$ cat src/rtl/multi_initiator.sv
// Initiator end of a single-outstanding start/done transaction link.
// It takes requests on a valid/ready port and pulses start with data_in.
// It waits for done, or gives up after TIMEOUT cycles.
// It returns the result and the measured latency on a valid/ready port.
// A done that arrives outside WAIT sets a sticky spurious flag.
module multi_initiator #(
  parameter int DATA_W  = 32,
  parameter int TIMEOUT = 64,
  parameter int LAT_W   = 8
) (
  input  logic              clock,
  input  logic              reset,
  input  logic              req_valid,
  output logic              req_ready,
  input  logic [DATA_W-1:0] req_data,
  output logic              start,
  output logic [DATA_W-1:0] data_in,
  input  logic              done,
  input  logic [DATA_W-1:0] data_out,
  output logic              rsp_valid,
  input  logic              rsp_ready,
  output logic [DATA_W-1:0] rsp_data,
  output logic [LAT_W-1:0]  rsp_latency,
  output logic              rsp_err,
  output logic              spurious
);

  typedef enum logic [1:0] {IDLE, ISSUE, WAIT, RESP} state_t;

  localparam logic [LAT_W-1:0] TIMEOUT_L = LAT_W'(TIMEOUT);

  state_t           state_reg, state_next;
  logic [LAT_W-1:0] lat_reg, lat_next;
  logic             accept;

  // start and rsp_valid are pure decodes of the state register, so no path
  // exists from done or data_out to them.
  assign start     = (state_reg == ISSUE);
  assign rsp_valid = (state_reg == RESP);

  // Next-state, latency counter and request handshake decode.
  always_comb begin
    state_next = state_reg;
    lat_next   = lat_reg;
    accept     = 1'b0;
    req_ready  = 1'b0;
    case (state_reg)
      IDLE: begin
        req_ready = 1'b1;
        if (req_valid) begin
          accept     = 1'b1;
          lat_next   = '0;
          state_next = ISSUE;
        end
      end
      ISSUE: begin
        // The first WAIT cycle counts as latency 1.
        lat_next   = LAT_W'(1);
        state_next = WAIT;
      end
      WAIT: begin
        // done has priority over timeout in the same cycle.
        if (done) begin
          state_next = RESP;
        end else if (lat_reg == TIMEOUT_L) begin
          state_next = RESP;
        end else begin
          lat_next = lat_reg + LAT_W'(1);
        end
      end
      RESP: begin
        if (rsp_ready) begin
          req_ready = 1'b1;
          // A waiting request goes straight to ISSUE, so no idle cycle occurs.
          if (req_valid) begin
            accept     = 1'b1;
            lat_next   = '0;
            state_next = ISSUE;
          end else begin
            state_next = IDLE;
          end
        end
      end
      default: state_next = IDLE;
    endcase
  end

  // State and latency counter registers.
  always_ff @(posedge clock or negedge reset) begin
    if (!reset) begin
      state_reg <= IDLE;
      lat_reg   <= '0;
    end else begin
      state_reg <= state_next;
      lat_reg   <= lat_next;
    end
  end

  // The responder payload changes only when a new request is accepted.
  always_ff @(posedge clock or negedge reset) begin
    if (!reset) begin
      data_in <= '0;
    end else if (accept) begin
      data_in <= req_data;
    end
  end

  // Capture the response when WAIT ends; it holds stable through RESP.
  always_ff @(posedge clock or negedge reset) begin
    if (!reset) begin
      rsp_data    <= '0;
      rsp_latency <= '0;
      rsp_err     <= 1'b0;
    end else if (state_reg == WAIT) begin
      if (done) begin
        rsp_data    <= data_out;
        rsp_latency <= lat_reg;
        rsp_err     <= 1'b0;
      end else if (lat_reg == TIMEOUT_L) begin
        rsp_data    <= '0;
        rsp_latency <= TIMEOUT_L;
        rsp_err     <= 1'b1;
      end
    end
  end

  // Sticky flag for a done outside WAIT.
  // This includes a late done after a timeout, and a done in the start cycle.
  always_ff @(posedge clock or negedge reset) begin
    if (!reset) begin
      spurious <= 1'b0;
    end else if (done && (state_reg != WAIT)) begin
      spurious <= 1'b1;
    end
  end

endmodule

$ cat config.mk
export PLATFORM = sky130hd
export DESIGN_NAME = multi_initiator
export DESIGN_NICKNAME = d
export VERILOG_FILES = /design/src/rtl/multi_initiator.sv
export SDC_FILE = /design/constraint.sdc
export NUM_CORES = 1
export LEC_CHECK = 0
export CAP_MARGIN = 30
export CORE_AREA = 2 2 91 93
export CTS_BUF_LIST = sky130_fd_sc_hd__clkbuf_8
export CTS_CLUSTER_DIAMETER = 200
export CTS_CLUSTER_SIZE = 28
export DETAILED_ROUTE_END_ITERATION = 8
export DIE_AREA = 0 0 93 95
export MAX_ROUTING_LAYER = met4
export PLACE_DENSITY = 0.82
export SKIP_CTS_REPAIR_TIMING = 1
export SYNTH_ARGS = -nofsm -noshare
export SYNTH_HDL_FRONTEND = slang
export SYNTH_SLANG_ARGS = --single-unit
$ cat constraint.sdc
create_clock -name clock -period 2.6 [get_ports clock]
set_clock_uncertainty 0.1 [all_clocks]
set_input_delay 0.52 -clock clock [delete_from_list [all_inputs] [get_ports clock]]
set_output_delay 0.52 -clock clock [all_outputs]
set_load 0.03 [all_outputs]
==> flow_summary.json <==
{
  "n_antenna_cell": 0,
  "drc": 0,
  "ir_drop_v": 0.0007878,
  "cts.sinks": 84,
  "cellLeakagePower_nw": 2.296,
  "hold-worst-slack_ns": 0.3869,
  "grt-ovfl-total": 0,
  "avgRoutedWirePerCell_um": 16.33,
  "grt_pass1_vias": 2457,
  "wirelength_mm": 8.183,
  "start_util_pct": 42.65,
  "dp_hpwl_mm": 5.812,
  "pwr-share-comb_pct": 52.8,
  "synth-edff-count": 0,
  "startpoint_type": "flop",
  "critPathMaxStageDelay_ns": 0.69,
  "synth_area_leaders": "dfrtp_1 62%, mux2_2 11%, a22o_1 9.8%",
  "cp_max_fo": 5,
  "cts-root-buf": "clkbuf_8",
  "worstMarginPinSlew_ns": 0.9130,
  "crit_path_end_kind": "output pin",
  "fin_area_mm2": 0.005191,
  "largest_registers": "data_in x32, rsp_data x32",
  "cts.reportedPaths.clkPinSlew_ns": 0.08,
  "track_usage_pct": 18.65,
  "setup_ws_ns": 0.1917,
  "hold_viol": 0,
  "place_area_mm2": 0.004964,
  "synth_warnings": 0,
  "stdcell_count": 501,
  "maxSlewViolCount": 0,
  "syn_area_mm2": 0.003381,
  "drtIter0Drc": 56,
  "criticalPathCategory": "flop to output pin",
  "place_inst": 485,
  "cts_tree": "built",
  "cts_buffers": 9,
  "synth_cell_types": 35,
  "status": "finished, final reports clean",
  "drive_above_1_share_pct": 15.15,
  "grt_first_pass_wirelength_mm": 12.52,
  "cp_slowest_cell": "clkdlybuf4s50_1",
  "nets": 468,
  "core_mm2": 0.007928,
  "place_congestion": 0.8223,
  "yosys-top-cells-count": "84 x dfrtp_1, 38 x a22o_1, 33 x mux2_2, 9 x nor2_1, 9 x o31ai_1",
  "cellPowerDensity_mw_per_mm2": 1279,
  "syn_inst": 244,
  "rows": 33,
  "fp.dieW_um": 93,
  "yosys.area.top_type_share_pct": 62.18,
  "ys_seq_area_share_pct": 62.18,
  "switching_power_mw": 2.618,
  "vias_per_cell": 5.058,
  "fin_setup_tns_ns": 0,
  "ios": 146,
  "drv_cap": 0,
  "antenna_found_initial": 0,
  "path_buf_inv": 2,
  "ant_nets": 0,
  "fmax_mhz": 415.2,
  "place_ws_ns": 0.1345,
  "syn_nets": 320,
  "dr.pass1.iters": 4,
  "critPathTopFamily": "buffers and inverters",
  "hp-class": "flop to flop",
  "clockBufferDepth": 2,
  "crit_required_ns": 1.98,
  "pwr-share-clk_pct": 15.1,
  "h-tree-depth": 3,
  "post-route-min-period_ns": 2.408,
  "synthArstFlopShare_pct": 100.0,
  "synth_area_leader_cell": "dfrtp_1",
  "io_buffers": 145,
  "ys_ff_latch": 84,
  "worstPathArrival_ns": 1.79,
  "slew_headroom_pct": 38.17,
  "dieArea_mm2": 0.008835,
  "grt_max_degree": 64,
  "setup_viol": 0,
  "synth_flop_cell": "dfrtp_1",
  "path_cells": "inv_1 > ha_1 > clkdlybuf4s50_1",
  "pwr-share-seq_pct": 32.1,
  "vias": 2534,
  "rsz0062_at_grt": "no",
  "power.internal_mw": 4.019,
  "die_h_um": 95,
  "synth_most_common_cell": "dfrtp_1",
  "syn_avg_cell_area_um2": 13.86,
  "syn_to_final_growth_pct": 53.55,
  "switching_share_pct": 39.45,
  "fin_crit_sh_pct": 92.63,
  "clock_latency_ns": 0.34
}
[through the flow]
stage	utilization, %	power (mW)
after global routing	65.48	6.995
after floorplan	-	4.225
final	65.48	6.638
after CTS	65.33	6.721
after global placement	62.61	5.612
after detailed placement	62.61	5.692
[layer usage]
metal  vias to the layer above  global-route usage (%)  share of wire (%)
li1                       1195                       -                  -
met1                      1220                   24.23                 45
met2                       111                   28.99                 47
met3                         8                   5.028                7.6
met4                         0                   5.515                1.1
met5                         -                       -                  0
[worst reg2reg max path, cell delays in order, from the launching register on]
cell	delay, ns
dfrtp_1	0.44
inv_1	0.10
ha_1	0.14
or4b_4	0.46
o21ba_1	0.26
nand2b_4	0.29
buf_4	0.25
a22o_1	0.18
[cells by family after synthesis]
logic type,synth area share [%]
buf+inv,2.850
fa+ha+maj,2.591
simple gates,5.292
compound gates,15.06
flops,62.18
mux,12.03
[power groups by stage]
stage	registers (mW)	clock network [mW]	logic [mW]
floorplan	3.13	0	1.09
global placement	2.13	0	3.48
detailed placement	2.16	0	3.54
CTS	2.14	1.04	3.54
global route	2.20	1.09	3.70
finish	2.13	1.00	3.50
[final cells by class]
| type | instances | area, um2 |
|---|---|---|
| tap | 105 | 131.4 |
| clock inverter | 5 | 77.57 |
| sequential | 84 | 2102 |
| timing repair buffer | 152 | 1531 |
| clock buffer | 10 | 137.6 |
| multi-input combinational | 138 | 1185 |
| fill | 611 | 2736 |
| inverter | 7 | 26.28 |
[cells in the final DEF, fill, tap and decap left out, types with 2 or more instances in the layout]
cell             count
a22o_1              38
nand2_1              4
o21ai_0              5
nor2_1               8
clkdlybuf4s50_1    143
clkbuf_8            10
dfrtp_1             84
and3_1               2
inv_1                8
buf_4                5
a211oi_1             2
a31oi_1              2
ha_1                 7
nand3_1              4
bufinv_16            2
buf_12               2
and2_1               2
nand2b_1             2
o31ai_1              9
a21oi_1              3
mux2i_1              2
mux2_2              33
[worst paths after layout]
check | startpoint | to | slack [ns] | depth (start not counted)
min in group asynchronous | reset | state_reg[1] | 0.51 | 2
max in group asynchronous | reset | data_in[12] | 1.26 | 3
max | state_reg[1] | start | 0.19 | 3
min reg2reg | spurious | spurious | 0.39 | 1
max reg2reg | lat_reg[0] | rsp_data[12] | 0.25 | 7
min | spurious | spurious | 0.39 | 1
No activity file was read; power rests on OpenSTA's default activity.
